### src/rtl/limb_pkg.sv
// Shared types and constants for the LIMB host port to Wishbone bridge.
// Holds the frame FSM encoding and the per-frame byte counts.
// Pure declarations: no logic, no latency, no backpressure.
package limb_pkg;

  typedef enum logic [2:0] {
    ST_IDLE  = 3'd0,
    ST_ADDR  = 3'd1,
    ST_WDATA = 3'd2,
    ST_WB    = 3'd3,
    ST_RDATA = 3'd4
  } limb_state_t;

  localparam int unsigned HDR_BYTES  = 1;
  localparam int unsigned ADDR_BYTES = 4;
  localparam int unsigned DATA_BYTES = 4;

  // Index of the final byte within a field, as seen by the 2-bit byte counter.
  localparam logic [1:0] ADDR_LAST = 2'(ADDR_BYTES - 1);
  localparam logic [1:0] DATA_LAST = 2'(DATA_BYTES - 1);

endpackage

### src/rtl/limb_strobe_sync.sv
// Brings the asynchronous host byte strobe into clk and detects its rising edge.
// Latency: pulse is high in the cycle after the 2nd sampling edge, consumed on the 3rd.
// Backpressure: none; the host guarantees the minimum high/low strobe widths.
module limb_strobe_sync (
  input  logic clk,
  input  logic reset,
  input  logic limb_clk,
  output logic strobe
);

  logic sync_q1;
  logic sync_q2;
  logic hist_q;

  // two-flop synchronizer followed by a history flop for edge detection
  always_ff @(posedge clk) begin
    if (reset) begin
      sync_q1 <= 1'b0;
      sync_q2 <= 1'b0;
      hist_q  <= 1'b0;
    end else begin
      sync_q1 <= limb_clk;
      sync_q2 <= sync_q1;
      hist_q  <= sync_q2;
    end
  end

  assign strobe = sync_q2 & ~hist_q;

endmodule

### src/rtl/limb_wb_bridge.sv
// Byte-serial LIMB host frames -> single 32-bit Wishbone classic read/write; read data returned bytewise.
// Latency: cyc/stb one clock after the last frame byte event; idle again one clock after wb_ack_i.
// Backpressure: limb_nwait low while the Wishbone cycle is open. LIMB_ADDR_AUTOINC_EN adds address-increment bursts.
import limb_pkg::*;

module limb_wb_bridge (
  input  logic        clk,
  input  logic        reset,
  input  logic [7:0]  limb_d_in,
  output logic [7:0]  limb_d_out,
  output logic        limb_d_oe,
  input  logic        limb_clk,
  input  logic        limb_nrd,
  input  logic        limb_start,
  output logic        limb_nwait,
  output logic [35:0] wb_adr_o,
  output logic        wb_we_o,
  output logic        wb_stb_o,
  output logic        wb_cyc_o,
  output logic [3:0]  wb_sel_o,
  output logic [31:0] wb_dat_o,
  input  logic [31:0] wb_dat_i,
  input  logic        wb_ack_i
);

  limb_state_t state_q, state_d;
  logic        strobe;
  logic        hdr_evt;
  logic        byte_evt;
  logic        in_wb;
  logic [1:0]  cnt_q;
  logic [35:0] adr_q;
  logic [3:0]  sel_q;
  logic        we_q;
  logic [31:0] wdata_q;
  logic [31:0] rdata_q;
`ifdef LIMB_ADDR_AUTOINC_EN
  logic        burst_ok_q;
`endif

  limb_strobe_sync u_strobe_sync (
    .clk      (clk),
    .reset    (reset),
    .limb_clk (limb_clk),
    .strobe   (strobe)
  );

  // A header restarts the frame from any state except an open bus cycle.
  assign hdr_evt  = strobe & limb_start & (state_q != ST_WB);
  assign byte_evt = strobe & ~limb_start;
  assign in_wb    = (state_q == ST_WB);

  // state register
  always_ff @(posedge clk) begin
    if (reset) state_q <= ST_IDLE;
    else       state_q <= state_d;
  end

  // next-state: header, byte counting, bus completion, read-byte drain
  always_comb begin
    state_d = state_q;
    if (hdr_evt) begin
      state_d = ST_ADDR;
    end else begin
      case (state_q)
        ST_IDLE: begin
`ifdef LIMB_ADDR_AUTOINC_EN
          if (byte_evt && burst_ok_q) state_d = we_q ? ST_WDATA : ST_WB;
`endif
        end
        ST_ADDR:  if (byte_evt && cnt_q == ADDR_LAST) state_d = we_q ? ST_WDATA : ST_WB;
        ST_WDATA: if (byte_evt && cnt_q == DATA_LAST) state_d = ST_WB;
        ST_WB:    if (wb_ack_i) state_d = we_q ? ST_IDLE : ST_RDATA;
        ST_RDATA: if (byte_evt && cnt_q == DATA_LAST) state_d = ST_IDLE;
        default:  state_d = ST_IDLE;
      endcase
    end
  end

  // frame datapath: header/address/data capture, read latch and read shift-out
  // (the 2-bit counter wraps back to 0 after the 4th byte of each field)
  always_ff @(posedge clk) begin
    if (reset) begin
      cnt_q      <= 2'd0;
      adr_q      <= 36'd0;
      sel_q      <= 4'd0;
      we_q       <= 1'b0;
      wdata_q    <= 32'd0;
      rdata_q    <= 32'd0;
`ifdef LIMB_ADDR_AUTOINC_EN
      burst_ok_q <= 1'b0;
`endif
    end else if (hdr_evt) begin
      adr_q      <= {limb_d_in[7:4], 32'd0};
      sel_q      <= limb_d_in[3:0];
      we_q       <= limb_nrd;
      cnt_q      <= 2'd0;
`ifdef LIMB_ADDR_AUTOINC_EN
      burst_ok_q <= 1'b0;
`endif
    end else begin
      case (state_q)
        ST_IDLE: begin
`ifdef LIMB_ADDR_AUTOINC_EN
          // burst continuation: a write burst's first strobe already carries data byte 0
          if (byte_evt && burst_ok_q) begin
            adr_q <= adr_q + 36'd1;
            if (we_q) begin
              wdata_q <= {wdata_q[23:0], limb_d_in};
              cnt_q   <= 2'd1;
            end else begin
              cnt_q   <= 2'd0;
            end
          end
`endif
        end
        ST_ADDR: begin
          if (byte_evt) begin
            adr_q[31:0] <= {adr_q[23:0], limb_d_in};
            cnt_q       <= cnt_q + 2'd1;
          end
        end
        ST_WDATA: begin
          if (byte_evt) begin
            wdata_q <= {wdata_q[23:0], limb_d_in};
            cnt_q   <= cnt_q + 2'd1;
          end
        end
        ST_WB: begin
          if (wb_ack_i) begin
            if (!we_q) rdata_q <= wb_dat_i;
`ifdef LIMB_ADDR_AUTOINC_EN
            else burst_ok_q <= 1'b1;
`endif
          end
        end
        ST_RDATA: begin
          if (byte_evt) begin
            rdata_q <= {rdata_q[23:0], 8'h00};
            cnt_q   <= cnt_q + 2'd1;
`ifdef LIMB_ADDR_AUTOINC_EN
            if (cnt_q == DATA_LAST) burst_ok_q <= 1'b1;
`endif
          end
        end
        default: cnt_q <= 2'd0;
      endcase
    end
  end

  // Bus outputs are zero outside the cycle so reset and idle look identical.
  assign wb_cyc_o   = in_wb;
  assign wb_stb_o   = in_wb;
  assign wb_adr_o   = in_wb ? adr_q : 36'd0;
  assign wb_sel_o   = in_wb ? sel_q : 4'd0;
  assign wb_we_o    = in_wb & we_q;
  assign wb_dat_o   = (in_wb && we_q) ? wdata_q : 32'd0;

  assign limb_d_oe  = (state_q == ST_RDATA);
  assign limb_d_out = limb_d_oe ? rdata_q[31:24] : 8'h00;
  assign limb_nwait = ~in_wb;

endmodule

### config.mk
export PLATFORM = sky130hd
export DESIGN_NAME = limb_wb_bridge
export DESIGN_NICKNAME = d
export VERILOG_FILES = /design/src/rtl/limb_pkg.sv /design/src/rtl/limb_strobe_sync.sv /design/src/rtl/limb_wb_bridge.sv
export SDC_FILE = /design/constraint.sdc
export NUM_CORES = 1
export LEC_CHECK = 0
export BUFFER_PORTS_ARGS = -buffer_cell sky130_fd_sc_hd__buf_2
export CAP_MARGIN = 20
export CORE_ASPECT_RATIO = 1.75
export CORE_MARGIN = 5
export CORE_UTILIZATION = 45
export CTS_CLUSTER_DIAMETER = 60
export DETAILED_ROUTE_END_ITERATION = 8
export PLACE_DENSITY = 0.7
export SETUP_SLACK_MARGIN = 0.1
export SLEW_MARGIN = 20
export SYNTH_ARGS = -nofsm -noshare
export SYNTH_HDL_FRONTEND = slang
export SYNTH_SLANG_ARGS = --single-unit
### constraint.sdc
create_clock -name clk -period 4.25 [get_ports clk]
set_clock_uncertainty 0.2 [all_clocks]
set_input_delay 0.6375 -clock clk [delete_from_list [all_inputs] [get_ports clk]]
set_output_delay 0.6375 -clock clk [all_outputs]
set_load 0.02 [all_outputs]
Word-level counts from Yosys, hierarchy flattened. Index checks and enable logic that the tools add are counted.

Word-level logic and storage cells: 73. Input bits: 46. Flip-flop bits (word level): 113. Output and inout port bits: 85.

Mux-type cells: 18. $add $sub $neg: 1. Reduce and logical (&&, ||, !) cells: 13. Eq/ne operators: 18. Bitwise operators: 11.

Operators with widths (count): two-way mux 32 bit (4); one-hot mux 32 bit (2 select lines) (1); two-way mux 36 bit (1); two-way mux 3 bit (5); one-hot mux 3 bit (5 select lines) (1); AND reduction 5 bit (3); != test 2 bit, second input constant (5); != test 3 bit, second input constant (3); two-way mux 8 bit (1); == test 3 x 2 -> 1 bit, second input constant (2); != test 2 x 1 -> 1 bit, second input constant (3); NOT 1 bit (6); bitwise AND 1 bit (5); two-way mux 4 bit (1); one-hot mux 2 bit (2 select lines) (1); AND reduction 2 bit (2); OR reduction 2 bit (2); == test 3 x 1 -> 1 bit, second input constant (1); == test 3 bit, second input constant (1); logical NOT 3 bit (1); != test 3 x 1 -> 1 bit, second input constant (1); != test 3 x 2 -> 1 bit, second input constant (1); AND reduction 3 bit (1); OR reduction 3 bit (1); 6 further kinds (8).

Logic depth before layout (Yosys ltp). Gate-level depths: netlist of the first run.

Word-level depth: 7. Mapped depth: 8. Gate-level depth less buffers: 5.

Modules after synthesis. From an unflattened synthesis of the first run, not the netlist that was laid out.

Cells, all modules: 646. Area, all modules: 5103.6 um^2.

By module, submodules not included: limb_wb_bridge (seq. area each 2202.1 um^2, instances 1, cells each 639, area each 5016.1 um^2); limb_strobe_sync (seq. area each 60.1 um^2, instances 1, cells each 7, area each 87.6 um^2).

Least setup slack after synthesis of the first run. No wires, ideal clock.

Kind: reg2out. Start point: reg state_q[1]. End point: out wb_adr_o[29]. Path buffers: 3. Cell stages (with the launch flop): 6. Arrival time: 1588 ps. Slack: 1825 ps. Data required time: 3412 ps. Cells stage by stage: dfxtp_1 -> buf_2 -> and3b_1 -> clkbuf_1 -> clkbuf_1 -> and2_1.

Longest elaborated chain between the ends: 2.

RTL lines: start, declared (RTL line limb_wb_bridge.sv:26) `limb_state_t state_q, state_d;`; start signal, assigned (RTL line limb_wb_bridge.sv:56) `else state_q <= state_d;`; == test 3 x 2 -> 1 bit (RTL line limb_wb_bridge.sv:51) `assign in_wb = (state_q == ST_WB);`; via wb_cyc_o (RTL line limb_wb_bridge.sv:19) `output logic wb_cyc_o,`; two-way mux 36 bit (RTL line limb_wb_bridge.sv:154) `assign wb_adr_o = in_wb ? adr_q : 36'd0;`; end, declared (RTL line limb_wb_bridge.sv:16) `output logic [35:0] wb_adr_o,`.

The timed path passes the listed nets, and every way through them passes these cells.

Worst setup path in the final report of the first run.
Start point: reg state_q[1]. End point: out wb_dat_o[10].

Longest elaborated chain between the ends: 3.

RTL lines: == test 3 x 2 -> 1 bit (RTL line limb_wb_bridge.sv:51); logical AND 1 bit (RTL line limb_wb_bridge.sv:157) `assign wb_dat_o = (in_wb && we_q) ? wdata_q : 32'd0;`; two-way mux 32 bit (RTL line limb_wb_bridge.sv:157); end, declared (RTL line limb_wb_bridge.sv:21) `output logic [31:0] wb_dat_o,`.

No other way between the ends.

==> results of run 1 <==
stage by stage:
step	total power, W	area, sq um	cells	hold slack (ps)	util
final	0.00258	6230	862	236	0.567
after global routing	0.00267	6230	862	258	0.567
after CTS	0.00261	6200	860	239	0.565
after detailed placement	0.00116	5590	828	225	0.509
after global placement	0.00115	5590	828	225	0.509
after floorplan	0.00112	4980	615	214	-
final timing paths:
| path | slack, ps | to | start |
|---|---|---|---|
| worst max-delay path | 980 | wb_dat_o[10] | state_q[1] |
| worst min-delay path | 240 | u_strobe_sync.sync_q2 | u_strobe_sync.sync_q1 |
| worst min register to register | 240 | u_strobe_sync.sync_q2 | u_strobe_sync.sync_q1 |
| worst max register to register | 1200 | state_q[2] | state_q[1] |
cells by family after synthesis:
group | synth area share
xor+xnor | 0.00352
flops | 0.454
compound gates | 0.130
mux | 0.0643
fa+ha+maj | 0.00251
buf+inv | 0.0565
simple gates | 0.290
cell usage after synthesis, drive strengths merged (2+ instances only):
cell type	instances
nand2b	4
clkbuf	30
a211oi	25
or3	3
mux2i	32
nor3	3
inv	2
nand2	152
nor3b	4
and3b	2
and2	48
o21ai	3
nor2b	11
and3	32
nor2	34
a21oi	74
buf	25
dfxtp	113
xor2	2
worst register-to-register path, delay by kind of cell (launching register included):
| family | cells | cell delay (ps) |
|---|---|---|
| AND/OR/NAND/NOR | 4 | 1140 |
| buffers and inverters | 3 | 870 |
| flip-flops | 1 | 740 |
state kept, by name, summed over array words and instances, names as in the netlist:
register / flops
u_strobe_sync.sync_q1: 1
we_q: 1
rdata_q: 32
cnt_q: 2
adr_q: 36
state_q: 3
sel_q: 4
u_strobe_sync.sync_q2: 1
wdata_q: 32
u_strobe_sync.hist_q: 1
routing by layer:
metal  global-route usage  vias up
met5                    0        -
met4               0.0797        0
met3               0.0603       23
met2                0.310      162
met1                0.210     2046
li1                     -     2255
layout by cell type (no fill, tap or decap), types with 2 or more instances in the layout:
cell	n
clkbuf_16	17
a211oi_1	25
or3_1	3
buf_4	6
a21oi_1	74
clkinv_2	2
nor3b_1	3
clkbuf_8	2
mux2i_1	32
buf_6	2
xor2_1	2
inv_6	2
clkinvlp_4	4
o21ai_0	3
nand2b_1	4
nor2b_1	11
and2_1	48
dfxtp_1	113
nor2_1	34
and3_1	32
nand2_1	152
bufinv_16	3
nor3_4	2
buf_2	130
where the power goes:
group	internal [W]	switching (W)	leakage, nW	total, W
clock network	0.000954	0.000495	0.289	0.00145
logic	0.0000268	0.0000391	1.38	0.0000659
registers	0.00106	0.00000469	0.911	0.00107
cell type report:
type	count	share of cell area
multi-input combinational	445	0.395
sequential	113	0.363
timing repair buffer	138	0.115
clock buffer	20	0.0734
tap	132	0.0265
clock inverter	12	0.0251
inverter	2	0.00121
==> results.yml, run 1 <==
clock_network:
  numCtsBuffers: 17
  insertion_delay_ps: 410
  ctsRootBufferMaster: "clkbuf_16"
  cts-resized-gates: 0
  htree_levels: 4
  cts_setup_buffers: 0
  cts_tree: "yes"
  clock_path_buffers: 2
  cts.reportedPaths.clkPinSlew_ps: 50
  cts_hold_buf: 0
  cts.sinks: 113
critical_path:
  reg2reg_depth: 7
  required_ps: 3410
  critPathKind: "flop to output pin"
  cp-end-kind: "output pin"
  worstPathCellList: "and3b_2 -> buf_4 -> and3_1 -> buf_2"
  path_buf_inv: 2
  worstPathArrival_ps: 2430
  startpoint_type: "flop"
  path_delay_family: "flip-flops"
  max_stage_delay_ps: 740
  critPathMaxFanout: 75
  cp.depth: 4
  cp_slowest_cell: "dfxtp_1"
synth:
  yosys_most_used_dff: "dfxtp_1"
  ys_seq_area_frac: 0.454
  synth_cells: 615
  synth_seq_cells: 113
  yosysUniqueCellTypes: 40
  synth.net_count: 662
  syn_area_sq_um: 4980
  async_flop_share: 0
  synth_top_cell_area_share: 0.454
  synth_area_leader_cell: "dfxtp_1"
  ys_top_cells_by_area: "dfxtp_1 45%, nand2_1 11%, a21oi_1 7.4%"
  synth_warnings: 0
  postSynthAreaPerCell_sq_um: 8.10
  synth_edf_count: 0
grt:
  antenna_found_initial: 0
  grt_usage: 0.185
  first_global_vias: 4303
  grt_overflow_total: 0
  grt_first_pass_wirelength_microns: 19700
  grt_max_degree: 76
place:
  place_congestion: 0.831
  dp_slack_ps: 1270
  io_buffers: 130
  hpwl_microns: 8340
sta:
  setup-violations-final: 0
  final.setup.tns_ps: 0
  hold_viol: 0
  drv_slew: 0
  worstMarginPinSlew_ps: 1050
  fin_crit_ps: 3270
  rsz0062_at_grt: "false"
  relSlewSlack: 0.303
  max_freq_mhz: 306
  setup_ws_ps: 982
  post-route-period-util: 0.769
routing:
  drt_iter0_drc: 267
  ant_nets: 0
  wirelength_microns: 12200
  wl_per_cell_microns: 14.2
  vias: 4486
  drc: 0
  first_pass_iters: 5
  wl_met3_microns: 939
  dr.max_layer_used: "met4"
  wl_met2_microns: 6170
  wl_met1_microns: 4850
  vias_per_cell: 5.20
finish:
  seqCellArea_sq_um: 2260
  antenna_cells: 0
  fillCellCount: 1017
  drive_gt1_frac: 0.242
  multiInputGateArea_sq_um: 2460
  fin_nets: 764
  area_growth_syn_to_layout_pct: 25.0
floorplanning:
  rows: 51
  io_pins: 131
  die_area_sq_um: 13400
  die_w_microns: 89.5
  start_util: 0.454
  core_sq_um: 11000
  dieHeight_microns: 149
pwr:
  power.density_nw_per_um2: 415
  leakagePower_nw: 2.58
  ir_drop_v: 0.000311
run:
  cap_violations: 0
hold_path:
  hold_class: "flop to flop"
  hold_depth: 1
outcome:
  status: "complete, no violations"
No activity file was read; power rests on OpenSTA's default activity.
==> run 2, diff against run 1 <==
Settings changed: PLACE_DENSITY 0.7 to 0.73.
Clock period 4.25 ns to 2.8 ns, I/O delays scaled along.
==> run 2 against run 1 <==
Effect of this change:
- setup slack got worse by 650 ps
- first-iteration DRC count grew 14%
- final area grew 0.10%
- via count is 0.42% higher
- register-to-register slack got worse by 520 ps
- clock power is 37% higher
- global-route usage up 0.098 points
- die area unchanged
- utilization up 0.057 points
- critical path type unchanged
==> results.yml, run 2 (synthesis results as in run 1) <==
run:
  cap_violations: 0
pwr:
  power.density_nw_per_um2: 594
  p_comb_frac: 0.028
  seqPwrFrac: 0.438
  switching_share: 0.218
  ir_drop_v: 0.000469
  internal-power_w: 0.00289
  leakagePower_nw: 2.58
  p_clk_frac: 0.535
  p_sw_w: 0.000807
floorplanning:
  core_sq_um: 11000
  rows: 51
  start_util: 0.454
  dieHeight_microns: 149
  die_area_sq_um: 13400
  io_pins: 131
  die_w_microns: 89.5
clock_network:
  cts_tree: "yes"
  cts.reportedPaths.clkPinSlew_ps: 50
  cts_hold_buf: 0
  cts_setup_buffers: 0
  insertion_delay_ps: 400
  cts.sinks: 113
  clock_path_buffers: 2
  numCtsBuffers: 17
  htree_levels: 4
  cts-resized-gates: 0
  ctsRootBufferMaster: "clkbuf_16"
finish:
  final_common_cell: "nand2_1"
  fillCellCount: 1005
  postLayoutCellArea_sq_um: 6230
  seqCellArea_sq_um: 2260
  multiInputGateArea_sq_um: 2460
  largest-register: "adr_q"
  mostFrequentLayoutCells: "152 x nand2_1, 130 x buf_2, 111 x dfxtp_1"
  area_growth_syn_to_layout_pct: 25.1
  antenna_cells: 0
  fin_nets: 768
  largest_reg_flops: 36
  drive_gt1_frac: 0.249
  reg_top3: "adr_q x36, rdata_q x32, wdata_q x32"
sta:
  post-route-period-util: 0.881
  rsz0062_at_grt: "false"
  hold_ws_ps: 44.2
  fin_crit_ps: 2470
  drv_slew: 0
  setup-violations-final: 0
  worstMarginPinSlew_ps: 552
  final.setup.tns_ps: 0
  max_freq_mhz: 405
  relSlewSlack: 0.632
  setup_ws_ps: 334
  hold_viol: 0
grt:
  grt_max_degree: 76
  first_global_vias: 4323
  grt_first_pass_wirelength_microns: 19700
  grt_overflow_total: 0
  antenna_found_initial: 0
  grt_usage: 0.186
place:
  placed_area_sq_um: 5670
  hpwl_microns: 8280
  io_buffers: 130
  place_congestion: 0.812
  dp_slack_ps: 511
critical_path:
  worstPathCellList: "and3b_2 -> buf_12 -> and3_1 -> buf_2"
  startpoint_type: "flop"
  critPathKind: "flop to output pin"
  cp-end-kind: "output pin"
  path_buf_inv: 2
  required_ps: 2180
  cp_slowest_cell: "dfxtp_2"
  path_delay_family: "simple AND/OR/NAND/NOR gates"
  critPathMaxFanout: 75
  max_stage_delay_ps: 480
  worstPathArrival_ps: 1850
outcome:
  status: "complete, no violations"
routing:
  wl_per_cell_microns: 14.1
  ant_nets: 0
  first_pass_iters: 6
  wirelength_microns: 12200
  vias_per_cell: 5.20
  drt_iter0_drc: 305
  drc: 0
  vias: 4505
hold_path:
  hold_class: "input port to flop"
## run 2: cell count changes in the layout (fill, tap and decap cells not counted)
cell / delta
inv_6: -1
clkinvlp_4: +1
dfxtp_1: -2
clkbuf_8: -1
buf_12: +3
clkinv_2: +2
buf_6: -2
bufinv_16: -2
dfxtp_2: +2
clkinv_4: +1
buf_4: +3
## run 2: per-stage QoR
stage	instances	total power, W	utilization
detailed placement	834	0.00176	0.517
finish	866	0.00370	0.568
CTS	866	0.00374	0.568
floorplan	615	0.00170	-
global route	866	0.00383	0.568
global placement	834	0.00175	0.517
## run 2: final cells by class
cell class | instances | share of cell area
Multi-Input combinational cell | 445 | 0.395
Sequential cell | 113 | 0.363
Timing Repair Buffer | 142 | 0.125
Clock buffer | 19 | 0.0711
Tap cell | 132 | 0.0265
Clock inverter | 13 | 0.0183
Inverter | 2 | 0.00120
## run 2: metal layers
metal / global-route usage / up-vias / routed length (microns)
li1: - / 2271 / -
met1: 0.210 / 2037 / 4780
met2: 0.307 / 168 / 6110
met5: 0 / - / 0
met4: 0.0835 / 0 / 365
met3: 0.0652 / 29 / 992
## run 2: path summary, 6_finish.rpt
| kind | startpoint | to | slack [ps] | cells after the start |
|---|---|---|---|---|
| setup / recovery | state_q[0] | wb_dat_o[2] | 330 | 4 |
| hold / removal | limb_clk | u_strobe_sync.sync_q1 | 40 | 2 |
| setup reg to reg | state_q[0] | rdata_q[6] | 680 | 6 |
| hold reg to reg | u_strobe_sync.sync_q1 | u_strobe_sync.sync_q2 | 240 | 1 |
## run 2: power by group through the flow
stage                     clock [W]  combinational (W)  sequential (W)
after floorplan                   0          0.0000529         0.00165
after global placement            0           0.000100         0.00165
after detailed placement          0           0.000103         0.00165
after CTS                   0.00202           0.000103         0.00162
after global routing        0.00210           0.000113         0.00162
final                       0.00198           0.000103         0.00162
